==> config.mk <==
export PLATFORM = sky130hd
export DESIGN_NAME = mtr_drv
export DESIGN_NICKNAME = d
export VERILOG_FILES = /design/src/rtl/knight_pkg.sv /design/src/rtl/mtr_drv_pwm11.sv /design/src/rtl/mtr_drv.sv
export SDC_FILE = /design/constraint.sdc
export NUM_CORES = 1
export LEC_CHECK = 0
export ABC_CLOCK_PERIOD_IN_PS = 2700
export BUFFER_PORTS_ARGS = -buffer_cell sky130_fd_sc_hd__buf_2
export CAP_MARGIN = 20
export CORE_UTILIZATION = 30
export DETAILED_ROUTE_END_ITERATION = 8
export GPL_TIMING_DRIVEN = 0
export PLACE_DENSITY = 0.48
export SYNTH_ARGS = -nofsm -noshare
export SYNTH_HDL_FRONTEND = slang
export SYNTH_HIERARCHICAL = 1
export SYNTH_SLANG_ARGS = --single-unit
==> constraint.sdc <==
create_clock -name clk -period 2.7 [get_ports clk]
set_clock_uncertainty 0.05 [all_clocks]
set_input_delay 0.405 -clock clk [delete_from_list [all_inputs] [get_ports clk]]
set_output_delay 0.405 -clock clk [all_outputs]
set_load 0.05 [all_outputs]
==> src/rtl/knight_pkg.sv <==
// Shared constants and types for the Knight motor drive path.
package knight_pkg;

    localparam int unsigned PWM_BITS   = 11;
    localparam int unsigned PWM_PERIOD = 2048;
    localparam logic [PWM_BITS-1:0] DUTY_MID = 11'h400;

    typedef logic signed [PWM_BITS-1:0] spd_t;

    // Offset-binary mapping: -1024 -> 0, 0 -> 1024, +1023 -> 2047.
    function automatic logic [PWM_BITS-1:0] spd2duty(input spd_t spd);
        return PWM_BITS'(spd) ^ DUTY_MID;
    endfunction

endpackage

==> src/rtl/mtr_drv_pwm11.sv <==
// One complementary PWM pair with a double-buffered duty and symmetric dead-time.
module pwm11
    import knight_pkg::*;
#(
    parameter int unsigned DEADTIME = 8
) (
    input  logic                clk,
    input  logic                rst_n,
    input  logic [PWM_BITS-1:0] duty,
    input  logic [PWM_BITS-1:0] cnt,
    output logic                PWM1,
    output logic                PWM2
);

    localparam int unsigned CMP_BITS = PWM_BITS + 1;

    logic [PWM_BITS-1:0] duty_buf_q, duty_buf_d;
    logic                pwm1_q, pwm1_d;
    logic                pwm2_q, pwm2_d;
    logic                lead_ok;

    // With no dead-time the leading guard is always satisfied.
    generate
        if (DEADTIME == 0) begin : g_no_dt
            assign lead_ok = 1'b1;
        end else begin : g_dt
            assign lead_ok = (cnt >= PWM_BITS'(DEADTIME));
        end
    endgenerate

    // 12-bit trailing compare keeps duty + DEADTIME from wrapping past the period.
    always_comb begin
        duty_buf_d = duty_buf_q;
        if (cnt == {PWM_BITS{1'b1}}) begin
            duty_buf_d = duty;
        end
        pwm1_d = lead_ok && (cnt < duty_buf_q);
        pwm2_d = ({1'b0, cnt} >= ({1'b0, duty_buf_q} + CMP_BITS'(DEADTIME)));
    end

    always_ff @(posedge clk) begin
        if (!rst_n) begin
            duty_buf_q <= DUTY_MID;
            pwm1_q     <= 1'b0;
            pwm2_q     <= 1'b0;
        end else begin
            duty_buf_q <= duty_buf_d;
            pwm1_q     <= pwm1_d;
            pwm2_q     <= pwm2_d;
        end
    end

    assign PWM1 = pwm1_q;
    assign PWM2 = pwm2_q;

endmodule

==> src/rtl/mtr_drv.sv <==
// Motor drive stage: shared period counter feeding left/right complementary PWM pairs.
module mtr_drv
    import knight_pkg::*;
#(
    parameter int unsigned DEADTIME = 8
) (
    input  logic                clk,
    input  logic                rst_n,
    input  logic [PWM_BITS-1:0] lft_spd,
    input  logic [PWM_BITS-1:0] rght_spd,
    output logic                lftPWM1,
    output logic                lftPWM2,
    output logic                rghtPWM1,
    output logic                rghtPWM2,
    output logic                prd_strt
);

    localparam logic [PWM_BITS-1:0] CNT_MAX = PWM_BITS'(PWM_PERIOD - 1);

    logic [PWM_BITS-1:0] cnt_q, cnt_d;
    logic                prd_strt_q, prd_strt_d;
    logic [PWM_BITS-1:0] lft_duty_c, rght_duty_c;

    always_comb begin
        cnt_d      = (cnt_q == CNT_MAX) ? '0 : cnt_q + PWM_BITS'(1);
        prd_strt_d = (cnt_q == '0);
        lft_duty_c  = spd2duty(spd_t'(lft_spd));
        rght_duty_c = spd2duty(spd_t'(rght_spd));
    end

    always_ff @(posedge clk) begin
        if (!rst_n) begin
            cnt_q      <= '0;
            prd_strt_q <= 1'b0;
        end else begin
            cnt_q      <= cnt_d;
            prd_strt_q <= prd_strt_d;
        end
    end

    assign prd_strt = prd_strt_q;

    pwm11 #(.DEADTIME(DEADTIME)) u_lft (
        .clk   (clk),
        .rst_n (rst_n),
        .duty  (lft_duty_c),
        .cnt   (cnt_q),
        .PWM1  (lftPWM1),
        .PWM2  (lftPWM2)
    );

    pwm11 #(.DEADTIME(DEADTIME)) u_rght (
        .clk   (clk),
        .rst_n (rst_n),
        .duty  (rght_duty_c),
        .cnt   (cnt_q),
        .PWM1  (rghtPWM1),
        .PWM2  (rghtPWM2)
    );

endmodule

**Yosys cells after proc, flatten, opt, wreduce, memory -nomap -nowiden**

Cells that the tools add are included.

- Bits of input ports: 24
- Word-level logic and storage cells: 24
- Bits in registers: 38
- Output and inout bits: 5

- Reduce and logical (&&, ||, !) cells: 4
- Add/sub/neg operators: 3
- Order comparisons: 5
- Bitwise operators: 3
- Equal/unequal tests: 1

Operators with widths:

| kind | count |
|---|---|
| adder 11 x 4 -> 12 bit (second input constant) | 2 |
| >= comparator 11 x 12 -> 1 bit | 2 |
| less-than comparator 11 bit | 2 |
| adder 11 x 1 -> 11 bit (second input constant) | 1 |
| == test 11 bit (second input constant) | 1 |
| >= comparator 11 x 4 -> 1 bit (second input constant) | 1 |
| zero test 11 bit | 1 |
| inverter 1 bit | 3 |
| logical AND 1 bit | 2 |
| OR reduction 2 bit | 1 |

**Longest topological paths before layout**

- Depth after elaboration: 2
- Gate-level depth with buffers: 8

**Modules after synthesis**

The synthesis kept the hierarchy.

Modules (own cells, without submodules):

| module | cells each | instances | area each (µm²) |
|---|---|---|---|
| pwm11 | 117 | 2 | 1,057.3 |
| mtr_drv | 60 | 1 | 565.5 |

**Worst setup path before layout**

Ideal clock, no wire load.

- Kind: reg2reg
- From: register u_lft.duty_buf_q[5]
- To: register u_lft.pwm2_q, in the netlist u_lft/PWM2
- Period minus slack after synthesis: 1.857 ns
- Arrival: 1.675 ns
- Library setup time: 0.132 ns
- Path slack: 0.843 ns
- Cell stages (with the launch flop): 9
- Path through: dfxtp_1 -> nand3_1 -> or3_1 -> xnor2_1 -> ha_1 -> and3_1 -> and3_1 -> o21ai_0 -> a31oi_1

- Word-level cells in the longest chain between the ends: 2

Ends and longest elaborated chain:

| item | RTL line | source |
|---|---|---|
| start, declared | mtr_drv_pwm11.sv:17 | `logic [PWM_BITS-1:0] duty_buf_q, duty_buf_d;` |
| start signal, assigned | mtr_drv_pwm11.sv:47 | `duty_buf_q <= duty_buf_d;` |
| adder 11 x 4 -> 12 bit | mtr_drv_pwm11.sv:38 | `pwm2_d = ({1'b0, cnt} >= ({1'b0, duty_buf_q} + CMP_BITS'(DEADTIME)));` |
| >= comparator 11 x 12 -> 1 bit | mtr_drv_pwm11.sv:38 |  |
| end signal, assigned | mtr_drv_pwm11.sv:49 | `pwm2_q <= pwm2_d;` |
| end, declared | mtr_drv_pwm11.sv:19 | `logic pwm2_q, pwm2_d;` |

No other way between the ends.
A chain may end at the register's enable or synchronous reset.

**Final worst setup path**

- From: register u_lft.duty_buf_q[3]
- To: register u_lft.pwm2_q, in the netlist u_lft/PWM2

Same word-level chain as after synthesis.

==> impl_metrics.csv <==
group,metric,value,unit
status,status,"complete, no violations",
timing,slew_headroom,56.6,%
setup_path,crit_end,"u_lft/PWM2",
setup_path,startpoint_type,"register",
pwr,switching_share,24.5,%
global_routing,gr-max-usage-layer,"met2",
timing,timing_hold_violations_final,0,
pwr,pwr-share-comb,7.5,%
cts,clockBufferDepth,2,
cts,clk_pin_slew,80,ps
floorplanning,die_area,9320,um^2
setup_path,critical_path.startpoint,"u_lft/duty_buf_q[3]",
timing,tns,0,ps
pwr,net-switching-power,0.000263,W
cts,post-cts-setup-buffer-count,0,
cells_and_area,syn2layout_area_growth,13.7,%
cts,cts_sinks,38,
synth,synth-edff-count,0,
setup_path,worstSetupPathType,"register to register",
global_routing,antenna_found_initial,0,
pwr,totalPowerFinal,0.00107,W
routing,drtIter0Drc,92,
timing,fmax,478,MHz
cts,postCtsHoldBufs,0,
timing,period_needed,2090,ps
routing,wirelength,5910,um
setup_path,cp_num_buf_inv,0,
cts,cts_inserted_buffers,5,
pwr,vdd_ir_drop_max,0.155,mV
global_routing,grt_pass1_wl,9920,um
run,maxCapViolCount,0,
cts,clockRootBuffer,"clkbuf_8",
cells_and_area,layout_common_cells,"ha_1, dfxtp_1, inv_1, buf_2, nor2b_1",
setup_path,slowest_stage,"dfxtp_1",
cells_and_area,nNetsFinal,395,
timing,fin_ws,609,ps
cells_and_area,final_common_cell,"ha_1",
timing,slew_violations,0,
timing,period_share,77.5,%
floorplanning,core-area,8680,um^2
global_routing,grt_overflow,0,
pwr,p_per_area,352,nW/um^2
pwr,clkPwrFrac,38.8,%
synth,ys.flop_type,"dfxtp_1",
setup_path,cp-end-kind,"register",
routing,via_count,2180,
floorplanning,start_util,30.9,%
synth,syn-num-nets,360,
hold_path,holdPathStages,3,
setup_path,cp_top_family,"simple AND/OR/NAND/NOR gates",
synth,yosysTopAreaCellShare,28.4,%
setup_path,required,2870,ps
global_routing,grt_max_degree,15,
floorplanning,ios,29,
synth,synth_area_leaders,"dfxtp_1, ha_1, mux2i_1",
cts,htree_levels,2,
hold_path,min_path_type,"input port to register",
floorplanning,fp.dieH,96.5,um
cts,cts.repair.resized,0,
floorplanning,dieWidth,96.5,um
placement,place_congestion,0.728,
setup_path,slowest_delay,460,ps
floorplanning,rows,34,
setup_path,r2r_slack,610,ps
routing,drcViolationCount,0,
cells_and_area,drive_above_1_share,13.3,%
global_routing,grt_pass1_vias,2007,
synth,synth_top_cell_by_area,"dfxtp_1",
setup_path,cp.arrival,2270,ps
synth,netlist_area,2680,um^2
placement,dp_hpwl,4420,um
timing,whs,314,ps
pwr,leakagePower,1.24,nW
synth,ys_warn_count,6,
synth,synthCells,294,
global_routing,grt_util_met3,3.05,%
timing,setup_violations,0,
routing,vias_per_cell,4.98,
synth,seq_area_frac_synth,28.4,%
setup_path,reg2reg_depth,8,
synth,synth_area_per_cell,9.12,um^2
placement,dp_slack,594,ps
setup_path,cpMostUsedCell,"and3_1",
setup_path,worst-path-stages,8,
global_routing,met2_usage,21.5,%
timing,tightest_slew,648,ps
pwr,share_seq_of_total_power,53.7,%
global_routing,grt_usage,14.2,%
routing,drtAntennaViolNets,0,
synth,synth_seq_cells,38,
cts,cts_tree,"built",
cts,clock_latency,300,ps
routing,dr.pass1.iters,4,
synth,yosysUniqueCellTypes,38,
setup_path,worst-path-max-fanout,6,
cells_and_area,antennaDiodeCount,0,
setup_path,r2r_end,"u_lft/PWM2",
synth,async_flop_share,0,%
timing,rsz0062_at_grt,"no",
global_routing,met1_usage,19.7,%
setup_path,worstReg2RegStart,"u_lft/duty_buf_q[3]",
pwr,internal_power,0.000809,W
setup_path,cp_cell_sequence,"nand3_1 > or3_1 > xnor2_1 > ha_1 > and3_1 > and3_1 > o21ai_0 > a31oi_1",
placement,portBuffers,28,
routing,wire_per_inst,13.5,um
==> per-layer routing <==
layer | up-vias | wire [um]
li1 | 1129 | -
met1 | 1006 | 3000
met2 | 34 | 2590
met3 | 11 | 189
met4 | 0 | 122
met5 | - | 0
==> cell type report <==
class	count	area (um^2)
Sequential cell	38	761
Multi-Input combinational cell	221	1760
Buffer	4	40.0
Clock buffer	7	86.3
Timing Repair Buffer	28	140
Inverter	31	116
Fill cell	950	5630
Clock inverter	1	5.00
Tap cell	108	135
==> stage by stage <==
step / instances / utilization (%) / area [um^2]
2_1_floorplan: 294 / - / 2680
3_3_place_gp: 430 / 34.1 / 2960
3_5_place_dp: 430 / 34.1 / 2960
4_1_cts: 438 / 35.1 / 3050
5_1_grt: 438 / 35.1 / 3050
6_report: 438 / 35.1 / 3050
==> registers in the layout, indices dropped and copies added, names as in the netlist <==
name and flops:
prd_strt 1, u_rght/PWM1 1, u_lft/PWM2 1, u_rght/PWM2 1
cnt_q 11, u_rght/duty_buf_q 11, u_lft/PWM1 1, u_lft/duty_buf_q 11
==> worst register-to-register path, cell delays in order, from the launching register on <==
cell and delay (ps):
dfxtp_1 460, nand3_1 140, or3_1 340, xnor2_1 140, ha_1 260, and3_1 160
and3_1 190, o21ai_0 100, a31oi_1 180
==> Yosys cell counts (3+ instances only) <==
cell type  count
and3_1         6
nor4_1         5
a31oi_1        4
or3_1          5
xnor2_1       14
mux2i_1       20
nand2_1       11
inv_1         31
o21ai_0       11
a21o_1         6
nor2_1         8
nor2b_1       26
a21oi_1       11
nand4_1       12
and4_1         3
nand3_1       11
dfxtp_1       38
ha_1          42
nand2b_1       3
==> cell families (layout without fill, tap and decap cells) <==
logic type	Yosys count	after routing	synth area share [%]
mux	20	20	7.47
fa+ha+maj	42	42	19.6
buf+inv	35	71	5.84
xor+xnor	15	15	4.90
simple gates	97	97	21.5
compound gates	47	47	12.3
flops	38	38	28.4
==> power groups by stage <==
stage / registers [W] / logic, W / clock network, W
floorplan: 0.000592 / 0.0000409 / 0
global placement: 0.000589 / 0.0000799 / 0
detailed placement: 0.000589 / 0.0000812 / 0
CTS: 0.000576 / 0.0000817 / 0.000436
global route: 0.000578 / 0.0000915 / 0.000462
finish: 0.000575 / 0.0000809 / 0.000416
==> worst min path at each step <==
stage / slack (ps) / end / start
after detailed placement: 460 / u_lft/duty_buf_q[1] / u_lft/duty_buf_q[1]
after CTS: 310 / u_lft/duty_buf_q[0] / lft_spd[0]
after global routing: 310 / u_lft/duty_buf_q[7] / lft_spd[7]
after floorplan: 430 / u_lft/duty_buf_q[1] / u_lft/duty_buf_q[1]
final: 310 / u_lft/duty_buf_q[4] / lft_spd[4]
after global placement: 450 / u_rght/duty_buf_q[2] / u_rght/duty_buf_q[2]
No activity file was read; power rests on OpenSTA's default activity.
